==> src/rtl/tile_buffer_bank.sv <==
// Multi-bank tile buffer between the load unit and the compute array.
// Each bank runs its own fill/drain state machine. A write into one bank and a read from another can complete in the same cycle.
module tile_buffer_bank #(
    parameter int BUFFER_WIDTH = 1024,
    parameter int BUFFER_COUNT = 4,
    parameter int TILE_WIDTH   = 256,
    parameter int DATA_WIDTH   = 8,
    localparam int MAX_TILES   = BUFFER_WIDTH / TILE_WIDTH,
    localparam int TILE_ELEMS  = TILE_WIDTH / DATA_WIDTH,
    localparam int BID_W       = (BUFFER_COUNT > 1) ? $clog2(BUFFER_COUNT) : 1,
    localparam int LEN_W       = $clog2(MAX_TILES + 1)
) (
    input  logic                    clk,
    input  logic                    reset_n,
    input  logic                    wr_valid,
    input  logic [BID_W-1:0]        wr_buffer,
    input  logic [TILE_WIDTH-1:0]   wr_data,
    output logic                    wr_ready,
    input  logic                    rd_req,
    input  logic [BID_W-1:0]        rd_buffer,
    input  logic                    rd_keep,
    output logic                    rd_ready,
    output logic [DATA_WIDTH-1:0]   rd_data [TILE_ELEMS],
    output logic                    rd_valid,
    input  logic                    cfg_valid,
    input  logic [BID_W-1:0]        cfg_buffer,
    input  logic [LEN_W-1:0]        cfg_tiles,
    input  logic                    clr_valid,
    input  logic [BID_W-1:0]        clr_buffer,
    output logic                    writing_done,
    output logic [BID_W-1:0]        wr_done_id,
    output logic                    reading_done,
    output logic [BID_W-1:0]        rd_done_id,
    output logic                    cfg_err,
    output logic [BUFFER_COUNT-1:0] buf_full
);

    localparam int TIDX_W = (MAX_TILES > 1) ? $clog2(MAX_TILES) : 1;

    typedef enum logic [1:0] {
        ST_EMPTY    = 2'd0,
        ST_FILLING  = 2'd1,
        ST_FULL     = 2'd2,
        ST_DRAINING = 2'd3
    } bank_state_e;

    bank_state_e             state_q [BUFFER_COUNT];
    logic [TIDX_W-1:0]       w_ptr_q [BUFFER_COUNT];
    logic [TIDX_W-1:0]       r_ptr_q [BUFFER_COUNT];
    logic [LEN_W-1:0]        len_q   [BUFFER_COUNT];
    logic [TILE_WIDTH-1:0]   mem_q   [BUFFER_COUNT][MAX_TILES];

    logic [DATA_WIDTH-1:0]   rd_data_q [TILE_ELEMS];
    logic                    rd_valid_q;
    logic                    writing_done_q;
    logic [BID_W-1:0]        wr_done_id_q;
    logic                    reading_done_q;
    logic [BID_W-1:0]        rd_done_id_q;
    logic                    cfg_err_q;

    logic                    wr_ready_s;
    logic                    rd_ready_s;
    logic                    wr_fire_s;
    logic                    rd_fire_s;
    logic                    wr_last_s;
    logic                    rd_last_s;
    logic                    cfg_ok_s;
    logic [LEN_W-1:0]        cfg_len_s;
    logic [TILE_WIDTH-1:0]   rd_tile_s;
    logic [BUFFER_COUNT-1:0] buf_full_s;

    function automatic logic bank_ok(input logic [BID_W-1:0] b);
        return 32'(b) < 32'(BUFFER_COUNT);
    endfunction

    // Handshake decode; a same-cycle clear of the addressed bank blocks access.
    always_comb begin
        wr_ready_s = 1'b0;
        rd_ready_s = 1'b0;
        cfg_ok_s   = 1'b0;
        wr_last_s  = 1'b0;
        rd_last_s  = 1'b0;
        if (bank_ok(wr_buffer) && !(clr_valid && (clr_buffer == wr_buffer))) begin
            wr_ready_s = (state_q[wr_buffer] == ST_EMPTY) || (state_q[wr_buffer] == ST_FILLING);
            wr_last_s  = LEN_W'(w_ptr_q[wr_buffer]) == (len_q[wr_buffer] - LEN_W'(1));
        end else begin
            wr_ready_s = 1'b0;
        end
        if (bank_ok(rd_buffer) && !(clr_valid && (clr_buffer == rd_buffer))) begin
            rd_ready_s = (state_q[rd_buffer] == ST_FULL) || (state_q[rd_buffer] == ST_DRAINING);
            rd_last_s  = LEN_W'(r_ptr_q[rd_buffer]) == (len_q[rd_buffer] - LEN_W'(1));
        end else begin
            rd_ready_s = 1'b0;
        end
        if (cfg_valid && bank_ok(cfg_buffer) && !(clr_valid && (clr_buffer == cfg_buffer))) begin
            cfg_ok_s = state_q[cfg_buffer] == ST_EMPTY;
        end else begin
            cfg_ok_s = 1'b0;
        end
    end

    assign wr_fire_s = wr_valid && wr_ready_s;
    assign rd_fire_s = rd_req && rd_ready_s;
    assign cfg_len_s = ((cfg_tiles == {LEN_W{1'b0}}) || (cfg_tiles > LEN_W'(MAX_TILES)))
                       ? LEN_W'(MAX_TILES) : cfg_tiles;

    // Source tile for the read port and FULL/DRAINING status per bank.
    always_comb begin
        rd_tile_s  = {TILE_WIDTH{1'b0}};
        buf_full_s = {BUFFER_COUNT{1'b0}};
        if (bank_ok(rd_buffer)) begin
            rd_tile_s = mem_q[rd_buffer][r_ptr_q[rd_buffer]];
        end else begin
            rd_tile_s = {TILE_WIDTH{1'b0}};
        end
        for (int b = 0; b < BUFFER_COUNT; b++) begin
            buf_full_s[b] = (state_q[b] == ST_FULL) || (state_q[b] == ST_DRAINING);
        end
    end

    // Tile storage is deliberately not reset; reads are gated by bank state.
    always_ff @(posedge clk) begin
        if (wr_fire_s) begin
            mem_q[wr_buffer][w_ptr_q[wr_buffer]] <= wr_data;
        end
    end

    // Per-bank fill/drain state machines, pointers and programmed length.
    always_ff @(posedge clk or negedge reset_n) begin
        if (!reset_n) begin
            for (int b = 0; b < BUFFER_COUNT; b++) begin
                state_q[b] <= ST_EMPTY;
                w_ptr_q[b] <= {TIDX_W{1'b0}};
                r_ptr_q[b] <= {TIDX_W{1'b0}};
                len_q[b]   <= LEN_W'(MAX_TILES);
            end
        end else begin
            for (int b = 0; b < BUFFER_COUNT; b++) begin
                if (clr_valid && (clr_buffer == BID_W'(b))) begin
                    state_q[b] <= ST_EMPTY;
                    w_ptr_q[b] <= {TIDX_W{1'b0}};
                    r_ptr_q[b] <= {TIDX_W{1'b0}};
                end else if (wr_fire_s && (wr_buffer == BID_W'(b))) begin
                    if (wr_last_s) begin
                        w_ptr_q[b] <= {TIDX_W{1'b0}};
                        state_q[b] <= ST_FULL;
                    end else begin
                        w_ptr_q[b] <= w_ptr_q[b] + TIDX_W'(1);
                        state_q[b] <= ST_FILLING;
                    end
                end else if (rd_fire_s && (rd_buffer == BID_W'(b))) begin
                    if (rd_last_s) begin
                        r_ptr_q[b] <= {TIDX_W{1'b0}};
                        state_q[b] <= rd_keep ? ST_FULL : ST_EMPTY;
                    end else begin
                        r_ptr_q[b] <= r_ptr_q[b] + TIDX_W'(1);
                        state_q[b] <= ST_DRAINING;
                    end
                end
                if (cfg_ok_s && (cfg_buffer == BID_W'(b))) begin
                    len_q[b] <= cfg_len_s;
                end
            end
        end
    end

    // Registered read data and event pulses.
    always_ff @(posedge clk or negedge reset_n) begin
        if (!reset_n) begin
            for (int e = 0; e < TILE_ELEMS; e++) begin
                rd_data_q[e] <= {DATA_WIDTH{1'b0}};
            end
            rd_valid_q     <= 1'b0;
            writing_done_q <= 1'b0;
            wr_done_id_q   <= {BID_W{1'b0}};
            reading_done_q <= 1'b0;
            rd_done_id_q   <= {BID_W{1'b0}};
            cfg_err_q      <= 1'b0;
        end else begin
            if (rd_fire_s) begin
                for (int e = 0; e < TILE_ELEMS; e++) begin
                    rd_data_q[e] <= rd_tile_s[e*DATA_WIDTH +: DATA_WIDTH];
                end
            end
            rd_valid_q     <= rd_fire_s;
            writing_done_q <= wr_fire_s && wr_last_s;
            reading_done_q <= rd_fire_s && rd_last_s;
            cfg_err_q      <= cfg_valid && !cfg_ok_s;
            if (wr_fire_s && wr_last_s) begin
                wr_done_id_q <= wr_buffer;
            end
            if (rd_fire_s && rd_last_s) begin
                rd_done_id_q <= rd_buffer;
            end
        end
    end

    assign wr_ready     = wr_ready_s;
    assign rd_ready     = rd_ready_s;
    assign rd_data      = rd_data_q;
    assign rd_valid     = rd_valid_q;
    assign writing_done = writing_done_q;
    assign wr_done_id   = wr_done_id_q;
    assign reading_done = reading_done_q;
    assign rd_done_id   = rd_done_id_q;
    assign cfg_err      = cfg_err_q;
    assign buf_full     = buf_full_s;

endmodule

==> config.mk <==
export PLATFORM = sky130hd
export DESIGN_NAME = tile_buffer_bank
export DESIGN_NICKNAME = d
export VERILOG_FILES = /design/src/rtl/tile_buffer_bank.sv
export SDC_FILE = /design/constraint.sdc
export NUM_CORES = 2
export LEC_CHECK = 0
export ABC_AREA = 1
export BUFFER_PORTS_ARGS = -buffer_cell sky130_fd_sc_hd__buf_2
export CAP_MARGIN = 0
export CORE_MARGIN = 1.5
export CORE_UTILIZATION = 38
export CTS_CLUSTER_DIAMETER = 120
export DETAILED_ROUTE_END_ITERATION = 12
export HOLD_SLACK_MARGIN = 0.06
export PLACE_DENSITY = 0.49
export RECOVER_POWER = 100
export SLEW_MARGIN = 20
export SYNTH_ARGS = -nofsm -noshare
export SYNTH_HDL_FRONTEND = slang
export SYNTH_SLANG_ARGS = --single-unit
==> constraint.sdc <==
create_clock -name clk -period 28.7 [get_ports clk]
set_clock_uncertainty 0.15 [all_clocks]
set_input_delay 5.74 -clock clk [delete_from_list [all_inputs] [get_ports clk]]
set_output_delay 5.74 -clock clk [all_outputs]
set_load 0.01 [all_outputs]
==> summary.txt <==
Finish
  • Fillers: 38.6k
  • Footprint of the multi-input gates: 0.0298 sq mm
  • Share of cells above drive strength 1: 6.43%
  • Nets: 11.9k
  • Final cell count without fillers: 17.8k
  • Sequential cell area: 0.131 sq mm
  • Synthesis-to-layout area growth: 13.2%
  • Commonest non-fill, non-tap cell in the layout: edfxtp_1
  • Commonest non-fill, non-tap cells in the layout: 4096 x edfxtp_1, 3190 x nand2_1, 1055 x a22oi_1, 1008 x nand4_1, 753 x clkbuf_1

Critical path
  • Data required time of the worst path: 29430 ps
  • Setup CP Type: input pin to register
  • Crit path max fanout: 155
  • R2R cell count: 10
  • Worst setup EP type: register
  • Startpoint types: input pin
  • Critical Path AT: 20490 ps

Logic synthesis
  • Yosys cell types: 32
  • Syn nets: 11.4k
  • Synth warn: 0
  • Synth Instances: 11.1k
  • Synthesized area: 0.164 sq mm
  • Post-synth top area cell: edfxtp_1
  • Top post-synthesis cells by area: edfxtp_1 75%, nand2_1 7.3%, a22oi_1 4.8%
  • Yosys top cell area share: 75.0%
  • Post-synthesis simple-gate area fraction: 13.1%
  • Adder-Cell Fraction of Synth Area: 0.0229%
  • Synth Area in Compound Gates: 4.99%
  • Synthesized area per cell: 14.8 sq um
  • Seq/Total Area, Yosys: 79.6%
  • Synth Area in XOR/XNOR: 0.0374%
  • Largest family of logic cells by synthesized area: simple AND/OR/NAND/NOR gates
  • Post-synthesis mux area share: 0%
  • Synth Register Bits: 4396

Global route
  • Gr usage total: 22.0%
  • Met3 Track Usage GR: 3.46%
  • Vias in the first global route: 98.5k
  • First-pass GRT wire length: 705000 um
  • Antenna violations before repair: 134
  • GRT busiest layer: met2
  • Met1 Use GR: 29.2%
  • Met2 usage: 37.8%
  • Largest net degree at the start of global routing: 165
  • Total gr overflow: 0

STA
  • Max transition margin: -482%
  • RSZ-0062 raised after global routing: false
  • Peak Freq: 50.6 MHz
  • Fin Setup TNS: 0 ps
  • Setup violators final: 0
  • Final count of hold timing violations: 0
  • Slew Limit Fails: 5191
  • Tcrit/Tclk final: 68.8%
  • PnR worst setup slack: 8940 ps
  • Worst hold slack: 325 ps
  • Slew @ Worst Pin: 8730 ps
  • Shortest period the worst path allows: 19760 ps

Drt
  • Routed vias: 98.1k
  • Routed Antenna Nets: 0
  • Via/cell ratio: 5.53
  • Initial drt markers: 9383
  • # DRC: 0
  • Drt total wl: 490000 um
  • Routed len/inst: 27.6 um
  • Drt first pass iters: 7

Placement
  • Placed cells: 16.9k
  • Hpwl dp: 245000 um
  • Routability cong.: 0.818
  • Number of port buffers: 543
  • Dpl ws: 15860 ps

Min path
  • Hold depth: 2
  • Worst min path class: register to register

Clock tree
  • Root Buffer Master: clkbuf_16
  • Num CTS Buffers: 455
  • Post-CTS resize count: 0
  • Clock sinks: 4396
  • # hold bufs at CTS: 0
  • Max Root-Sink Buffers: 4
  • CTS tree: built
  • Clk slew on worst S/H paths: 60 ps
  • Postcts setup bufs: 0
  • Clk_lat worst skew: 990 ps
  • H-Tree Depth: 5

Pwr
  • Pwr Density: 83.4 mW/mm^2
  • LEAKAGE: 60.7 nW
  • Maximum VDD drop: 0.0000548 V

Die
  • Die X-Extent: 660 um
  • Die area: 0.436 sq mm
  • Initial core utilization: 38.1%
  • I/O pin count: 544
  • Cell Rows: 241
  • Core ar.: 0.430 sq mm
  • Die Height: 660 um

Job
  • Max Cap Viol: 121

Outcome
  • Outcome: complete, but fails checks
  • Failing checks: max-capacitance violations, max-slew violations
==> final timing paths <==
path,startpoint,endpoint,slack [ps]
setup / recovery,rd_buffer[0],rd_data[100],8940
hold / removal,rd_data[179],rd_data[179],330
setup reg to reg,state_q[3],mem_q[2][892],14170
hold reg to reg,rd_data[179],rd_data[179],330
max in group asynchronous,reset_n,rd_data[77],12220
min in group asynchronous,reset_n,rd_data[38],6350
==> sequential cells by signal, indices dropped and copies added (netlist names) <==
signal / flops
wr_done_id: 2
writing_done: 1
reading_done: 1
w_ptr_q: 8
rd_valid: 1
mem_q: 4096
len_q: 12
r_ptr_q: 8
rd_done_id: 2
rd_data: 256
state_q: 8
cfg_err: 1
==> metal layers <==
layer  up-vias  share of wire (%)
met3       803                6.0
met1     50900                 42
met2      3142                 49
met4        60                2.5
met5         -              0.077
li1      43200                  -
==> worst max-delay path, cell delays in order <==
cell	delay, ps
clkbuf_1	660
nand2_2	100
clkinvlp_2	2660
clkbuf_1	2830
buf_12	720
clkbuf_1	3210
clkbuf_1	3200
a22oi_1	320
nand4_1	250
nand3_1	110
nand2_1	110
nand2_1	60
nand2_1	230
==> where the power goes <==
part | total, mW | internal (mW) | switching (mW)
combinational | 2.07 | 0.515 | 1.55
clock | 5.81 | 3.31 | 2.50
sequential | 7.61 | 7.41 | 0.206
==> cell usage after synthesis <==
cell type,n
nor2_4,2
inv_1,51
nand4_1,1008
nand3_1,578
nor2_2,2
clkinv_2,1
o22ai_1,1
dfrtp_1,296
nand2_1,3188
ha_1,3
a221oi_1,2
o2111ai_1,1
inv_4,1
buf_4,75
nor3_1,6
buf_6,6
clkbuf_1,102
and2_1,1
xnor2_1,3
xor2_1,4
dfstp_2,4
a22oi_1,1055
o21ai_1,8
nor2_1,48
o21ai_0,23
buf_1,8
inv_2,7
edfxtp_1,4096
nand2_4,2
buf_2,497
a21oi_1,15
nand2_2,4
==> cell families (layout without fill, tap and decap cells) <==
logic type	count (synthesis)	count (layout)
simple gates	4839	4839
flops	4396	4396
other cells	0	46
fa+ha+maj	3	3
buf+inv	748	1649
compound gates	1105	1105
xor+xnor	7	7
==> cell type report <==
type,instances,area share (%)
clock inverters,252,1.31
diodes,46,0.0620
multi-input cells,5954,16.1
inverters,60,0.140
well taps,5710,3.85
repair buffers,740,1.71
clock buffers,597,6.61
flip-flops and latches,4396,70.3
==> per-stage QoR <==
| stage | area [sq um] | utilization (%) | power [mW] |
|---|---|---|---|
| after floorplan | 164000 | - | 8.89 |
| after global placement | 172000 | 40.0 | 9.84 |
| after detailed placement | 172000 | 40.0 | 9.86 |
| after CTS | 187000 | 43.5 | 15.7 |
| after global routing | 186000 | 43.1 | 16.1 |
| final | 186000 | 43.2 | 15.5 |
Note: power is estimated with default switching activity, not from simulation.
